File: src/rtl/rover_pkg.sv
// rover_pkg: shared state encoding for the motor-protection and display blocks
package rover_pkg;
  typedef enum logic [1:0] {
    ST_IDLE     = 2'd0,
    ST_RUN      = 2'd1,
    ST_COOLDOWN = 2'd2,
    ST_LOCKOUT  = 2'd3
  } oc_state_e;
endpackage

File: src/rtl/oc_debounce.sv
// oc_debounce: 2-flop synchronizer plus saturating high-time counter for one comparator line
module oc_debounce #(
  parameter int DEBOUNCE_CYC = 1000,
  parameter int DEB_W        = 16
) (
  input  logic clk,
  input  logic rst,
  input  logic oc_i,
  output logic trip_o
);
  localparam logic [DEB_W-1:0] CNT_MAX = DEB_W'(DEBOUNCE_CYC - 1);
  logic [1:0] sync_q;
  logic [DEB_W-1:0] cnt_q, cnt_d;
  logic s;
  assign s      = sync_q[1];
  assign cnt_d  = !s ? '0 : (cnt_q == CNT_MAX) ? cnt_q : cnt_q + DEB_W'(1);
  assign trip_o = s & (cnt_q == CNT_MAX);
  always_ff @(posedge clk) begin
    if (rst) begin
      sync_q <= '0;
      cnt_q  <= '0;
    end else begin
      sync_q <= {sync_q[0], oc_i};
      cnt_q  <= cnt_d;
    end
  end
endmodule

File: src/rtl/overcurrent_monitor.sv
// overcurrent_monitor: debounced overcurrent trip, cool-down/retry/lockout sequencing and PWM enable gating
module overcurrent_monitor #(
  parameter int DEBOUNCE_CYC = 1000,
  parameter int DEB_W        = 16,
  parameter int COOLDOWN_CYC = 50000000,
  parameter int COOL_W       = 26,
  parameter int MAX_RETRIES  = 3,
  parameter int RETRY_W      = 2
) (
  input  logic               clk,
  input  logic               rst,
  input  logic               oc_a,
  input  logic               oc_b,
  input  logic               en_req,
  input  logic               pwm_in,
  input  logic               clear,
  output logic               en_a,
  output logic               en_b,
  output logic               fault_a,
  output logic               fault_b,
  output logic [1:0]         state,
  output logic [RETRY_W-1:0] retry_cnt,
  output logic               lockout
);
  import rover_pkg::*;
  localparam logic [COOL_W-1:0]  TMR_MAX   = COOL_W'(COOLDOWN_CYC - 1);
  localparam logic [RETRY_W-1:0] RETRY_MAX = RETRY_W'(MAX_RETRIES);
  oc_state_e state_q, state_d;
  logic [COOL_W-1:0] timer_q, timer_d;
  logic [RETRY_W-1:0] retry_q, retry_d;
  logic fault_a_q, fault_a_d, fault_b_q, fault_b_d;
  logic en_q, en_d, lockout_q, lockout_d;
  logic trip_a, trip_b, trip, in_run, tmr_done;
  oc_debounce #(.DEBOUNCE_CYC(DEBOUNCE_CYC), .DEB_W(DEB_W)) u_deb_a (
    .clk(clk), .rst(rst), .oc_i(oc_a), .trip_o(trip_a)
  );
  oc_debounce #(.DEBOUNCE_CYC(DEBOUNCE_CYC), .DEB_W(DEB_W)) u_deb_b (
    .clk(clk), .rst(rst), .oc_i(oc_b), .trip_o(trip_b)
  );
  assign trip     = trip_a | trip_b;
  assign in_run   = state_q == ST_RUN;
  assign tmr_done = timer_q == TMR_MAX;
  // The single timer serves as cool-down counter in COOLDOWN and healthy-run counter in RUN
  always_comb begin
    state_d = state_q;
    timer_d = timer_q;
    retry_d = retry_q;
    case (state_q)
      ST_IDLE: begin
        retry_d = '0;
        if (en_req) begin
          state_d = ST_RUN;
          timer_d = '0;
        end
      end
      ST_RUN: begin
        if (trip) begin
          state_d = (retry_q == RETRY_MAX) ? ST_LOCKOUT : ST_COOLDOWN;
          retry_d = (retry_q == RETRY_MAX) ? retry_q : retry_q + RETRY_W'(1);
          timer_d = '0;
        end else if (!en_req) begin
          state_d = ST_IDLE;
          retry_d = '0;
        end else begin
          timer_d = tmr_done ? '0 : timer_q + COOL_W'(1);
          retry_d = tmr_done ? '0 : retry_q;
        end
      end
      ST_COOLDOWN: begin
        timer_d = tmr_done ? '0 : timer_q + COOL_W'(1);
        if (tmr_done) begin
          state_d = en_req ? ST_RUN : ST_IDLE;
          retry_d = en_req ? retry_q : '0;
        end
      end
      ST_LOCKOUT: begin
        if (clear && !en_req) begin
          state_d = ST_IDLE;
          retry_d = '0;
        end
      end
    endcase
  end
  assign fault_a_d = (in_run & trip_a) | (fault_a_q & ~clear);
  assign fault_b_d = (in_run & trip_b) | (fault_b_q & ~clear);
  assign en_d      = (state_d == ST_RUN) & pwm_in;
  assign lockout_d = state_d == ST_LOCKOUT;
  always_ff @(posedge clk) begin
    if (rst) begin
      state_q   <= ST_IDLE;
      timer_q   <= '0;
      retry_q   <= '0;
      fault_a_q <= 1'b0;
      fault_b_q <= 1'b0;
      en_q      <= 1'b0;
      lockout_q <= 1'b0;
    end else begin
      state_q   <= state_d;
      timer_q   <= timer_d;
      retry_q   <= retry_d;
      fault_a_q <= fault_a_d;
      fault_b_q <= fault_b_d;
      en_q      <= en_d;
      lockout_q <= lockout_d;
    end
  end
  assign en_a      = en_q;
  assign en_b      = en_q;
  assign fault_a   = fault_a_q;
  assign fault_b   = fault_b_q;
  assign state     = state_q;
  assign retry_cnt = retry_q;
  assign lockout   = lockout_q;
endmodule
File: config.mk
export PLATFORM = sky130hd
export DESIGN_NAME = overcurrent_monitor
export DESIGN_NICKNAME = d
export VERILOG_FILES = /design/src/rtl/rover_pkg.sv /design/src/rtl/oc_debounce.sv /design/src/rtl/overcurrent_monitor.sv
export SDC_FILE = /design/constraint.sdc
export NUM_CORES = 1
export LEC_CHECK = 0
export BUFFER_PORTS_ARGS = -buffer_cell sky130_fd_sc_hd__buf_2
export CORE_MARGIN = 3
export CORE_UTILIZATION = 40
export DETAILED_ROUTE_END_ITERATION = 10
export PLACE_DENSITY = 0.54
export RECOVER_POWER = 25
export SLEW_MARGIN = 10
export SYNTH_ARGS = -nofsm -noshare
export SYNTH_HDL_FRONTEND = slang
export SYNTH_SLANG_ARGS = --single-unit
export TNS_END_PERCENT = 5
File: constraint.sdc
create_clock -name clk -period 2.55 [get_ports clk]
set_input_delay 0 -clock clk [delete_from_list [all_inputs] [get_ports clk]]
set_output_delay 0 -clock clk [all_outputs]
set_load 0.02 [all_outputs]
Yosys cells after proc, flatten, opt, wreduce, memory -nomap -nowiden
Index checks and enable logic that the tools add are counted.

storage, ports and cells
  bits in writable memories = 0
  bits in latches = 0
  register bits = 70
  ROM bits = 0
  word-level logic and storage cells = 73
  input bits = 7
  memories = 0

cells by class
  div/mod/pow operators = 0
  bitwise logic cells = 13
  eq/ne operators = 16
  muxes and demuxes = 21
  add/sub/neg operators = 4
  $mul = 0
  shift-type cells = 0
  reductions and logical operators = 8
  magnitude comparators = 0

operators by type and width
  operator                                                                  number
  26-bit 2-to-1 mux                                                         4
  26-bit case mux with 3 select lines                                       1
  16-bit by 1-bit adder with 16-bit output (second input constant)          2
  16-bit by 10-bit equality test with 1-bit output (second input constant)  2
  26-bit by 1-bit adder with 26-bit output (second input constant)          1
  26-bit equality test (second input constant)                              1
  2-bit 2-to-1 mux                                                          12
  2-bit case mux with 4 select lines                                        2
  2-bit equality test (second input constant)                               4
  2-bit != test (second input constant)                                     4
  1-bit AND                                                                 7
  3-bit != test (second input constant)                                     2
  5-bit AND reduction                                                       1
  2-bit by 1-bit equality test with 1-bit output (second input constant)    2
  4-bit by 3-bit != test with 1-bit output (second input constant)          1
  2-bit OR reduction                                                        2
  1-bit NOT                                                                 3
  1-bit OR                                                                  3
  3-bit AND reduction                                                       1
  3-bit nonzero test                                                        1
  2-bit by 1-bit adder with 2-bit output (second input constant)            1
  2-bit zero test                                                           1
  1-bit 2-to-1 mux                                                          2
  1-bit logical AND                                                         1
  1-bit zero test                                                           1

Depth between registers and ports, before layout
  word-level depth = 7
  depth in mapped cells = 9
  depth with buffers taken out = 7

Cells and area by module
A second synthesis with hierarchy kept.

second synthesis, totals
  cell total of the unflattened synthesis = 408
  area, all modules = 3,523.4 sq um

by module, submodules not included
  module               instances  cells an instance  area an instance (sq um)
  overcurrent_monitor  1          224                1,884.3
  oc_debounce          2          92                 819.5

Worst setup path before layout
OpenSTA, ideal clock, no wires.

  kind = reg2reg
  from = register state_q[0], in the netlist state[0]
  to = register timer_q[25]
  setup slack = -0.116 ns
  clock period less this slack = 2.666 ns
  library setup time = 0.071 ns
  data arrival time = 2.596 ns
  buffers on the path = 1
  cell stages (with the launch flop) = 9
  cells stage by stage = dfxtp_1 > inv_1 > ha_1 > mux2i_1 > or3_1 > clkbuf_1 > or4_4 > or3_1 > a21oi_1

on the way
  cells in the longest elaborated chain, start to end = 3
  elaborated cells on any way between the ends = 8

RTL lines
  element                                                                 line                       source
  start, declared                                                         overcurrent_monitor.sv:28  oc_state_e state_q, state_d;
  start signal, assigned                                                  overcurrent_monitor.sv:98  state_q <= state_d;
  2-bit by 1-bit equality test with 1-bit output (tied with other cells)  overcurrent_monitor.sv:48  case (state_q)
  3-bit != test (no line) (tied with other cells)                         --
  3-bit AND reduction (no line)                                           --
  end signal, assigned                                                    overcurrent_monitor.sv:99  timer_q <= timer_d;
  end, declared                                                           overcurrent_monitor.sv:29  logic [COOL_W-1:0] timer_q, timer_d;

Several ways; a longest one is shown, not always the timed one.
A chain may end at the register's enable or synchronous reset.

Worst setup path in the final report
Same ends and word-level chain as after synthesis.

==> results.json <==
{
  "cts_num_sinks": 70,
  "wl_met3_um": 241,
  "die_w_um": 97.9,
  "post-cts-setup-buffers": 0,
  "grt_max_degree": 21,
  "htreeDepth": 3,
  "final_area_um2": 3870,
  "design.core.area_um2": 7970,
  "place_area_um2": 3640,
  "clk_pin_slew_worst_paths_ns": 0.08,
  "grt_pass1_vias": 2605,
  "cp.required_ns": 2.83,
  "synth_top_area_share_pct": 41.5,
  "hold_violations": 0,
  "maxCapViolations": 0,
  "globalplace.congestion": 0.778,
  "syn_inst": 390,
  "synth_edf_count": 0,
  "layout_common_cells": "dfxtp_1 (68), nor2_1 (61), nand2_1 (30)",
  "cts_inserted_buffers": 9,
  "start_kind": "flop",
  "drc": 0,
  "crit_type": "reg2reg",
  "die_h_um": 97.9,
  "clock_path_buffers": 2,
  "async_flop_share_pct": 0,
  "finalSetupViolations": 0,
  "drt_iter0_markers": 83,
  "gr-total-overflow": 0,
  "cts_tree": "yes",
  "drive_gt1_share_pct": 12.5,
  "skew_ns": 0.00724,
  "fill_cells": 797,
  "dpl.hpwl_um": 4830,
  "power.total_mw": 2.09,
  "holdCritStartpoint": "rst",
  "period_needed_ns": 2.39,
  "final_common_cell": "dfxtp_1",
  "multi_input_area_um2": 1890,
  "powerDensity_nw_per_um2": 539,
  "post_drt_via_cell_ratio": 5.19,
  "worstPathArrival_ns": 2.67,
  "yosys-top-cells-area": "dfxtp_1 (41%), nor2_1 (6.8%), xnor2_1 (6.7%)",
  "dr.pass1.iters": 4,
  "yosysTopAreaCell": "dfxtp_1",
  "power_leakage_nw": 1.29,
  "timing.rr.start": "state[0]",
  "ant_nets": 0,
  "wire_per_inst_um": 13.1,
  "wl_met1_um": 3250,
  "fp.dieArea_um2": 9580,
  "yosys_register_bits": 70,
  "ys_warn_count": 0,
  "wirelength_um": 6870,
  "slew_headroom_pct": 58.9,
  "end_kind": "flop",
  "drv_slew": 0,
  "synth-seq-area-share_pct": 41.5,
  "vdd_drop_max_mv": 0.282,
  "initial_core_util_pct": 42.4,
  "vias": 2728,
  "netlist-cell-type-count": 49,
  "nNetsFinal": 434,
  "tns_ns": 0,
  "cts_root_buffer": "clkbuf_8",
  "num_antenna_cells": 0,
  "clk_latency_ns": 0.35,
  "crit_fanout": 6,
  "antenna_found_initial": 0,
  "port_buffers": 15,
  "avgSynthCellArea_um2": 8.66,
  "syn_area_um2": 3380,
  "synth_top_flop_cell": "dfxtp_1",
  "seq_area_um2": 1400,
  "status": "finished, final reports clean",
  "grt_usage_pct": 15.2,
  "worst_pin_slew_ns": 0.616,
  "highest_layer": "met4",
  "ios": 16,
  "grt_pass1_wl_um": 12100,
  "timing.hold.ws_ns": 0.0305,
  "finalCritPeriodShare_pct": 93.7,
  "syn_to_final_growth_pct": 14.7,
  "crit_path_start": "state[0]",
  "rows": 32,
  "max_freq_mhz": 419,
  "met2_length_um": 3310,
  "hold_path_class": "in2reg",
  "fin_util_pct": 48.6,
  "syn-num-nets": 405
}
synthesized netlist by cell type, drive strengths merged, types with 8 or more instances:
master	count
a21oi	13
and3	10
clkbuf	13
dfxtp	70
ha	8
inv	13
nand2	30
nand3	19
nor2	61
nor3	10
nor3b	8
nor4	12
xnor2	26
xor2	18
path summary, 6_finish.rpt:
path                             to  slack (ns)  cells past startpoint
setup reg to reg        timer_q[25]        0.16                      7
hold / removal              fault_b        0.03                      2
hold reg to reg   u_deb_b.sync_q[1]        0.45                      1
setup / recovery        timer_q[25]        0.16                      7
state kept, by name, summed over array words and instances (netlist names):
| signal | count |
|---|---|
| timer_q | 26 |
| u_deb_a.cnt_q | 16 |
| u_deb_b.cnt_q | 16 |
| retry_cnt | 2 |
| state | 2 |
| u_deb_a.sync_q | 2 |
| u_deb_b.sync_q | 2 |
| en_a | 1 |
| fault_a | 1 |
| fault_b | 1 |
| lockout | 1 |
routing by layer:
layer,GRT usage [%],vias to the layer above
met2,24.7,32
met3,4.57,7
met1,19.5,1276
met5,0,-
li1,-,1413
met4,4.37,0
cell type report:
class                      instances  area share (%)
clock inverter                     7            1.68
multi-input combinational        292            48.8
timing repair buffer              33            5.56
tap                              102            3.29
clock buffer                       9            3.20
sequential                        70            36.2
inverter                          13            1.26
power breakdown:
part           internal, mW  switching [mW]  leakage, nW
registers              1.10         0.00533        0.566
clock network         0.444           0.433       0.0948
logic                0.0412          0.0655        0.629
kinds of logic (layout without fill, tap and decap cells):
group	after synthesis	count (layout)	share of synthesized area, %
xor gates and xnor gates	44	44	11.4
muxes	4	4	1.19
buffers and inverters	28	62	3.44
AOI/OAI and AO/OA	38	38	7.37
and+or+nand+nor	198	198	32.1
adders and majority gates	8	8	2.96
DFF	70	70	41.5
metrics by stage:
step | instances | worst slack [ns]
after floorplan | 390 | 0.00513
after global routing | 526 | -0.00560
after CTS | 526 | 0.0611
final | 526 | 0.161
after global placement | 507 | 0.161
after detailed placement | 507 | 0.0935
worst max-delay path: stages (launching register included):
cell     delay [ns]
dfxtp_2        0.37
inv_1          0.07
ha_1           0.28
mux2i_2        0.18
or3_1          0.38
or4_4          0.55
or3_1          0.36
a21oi_1        0.13
what timing repair did:
action	CTS	global route
endpoints found under the setup margin	0	7
resized for setup	0	6
endpoints found under the hold margin	3	0
hold buffers	3	0
No activity file was read; power rests on OpenSTA's default activity.
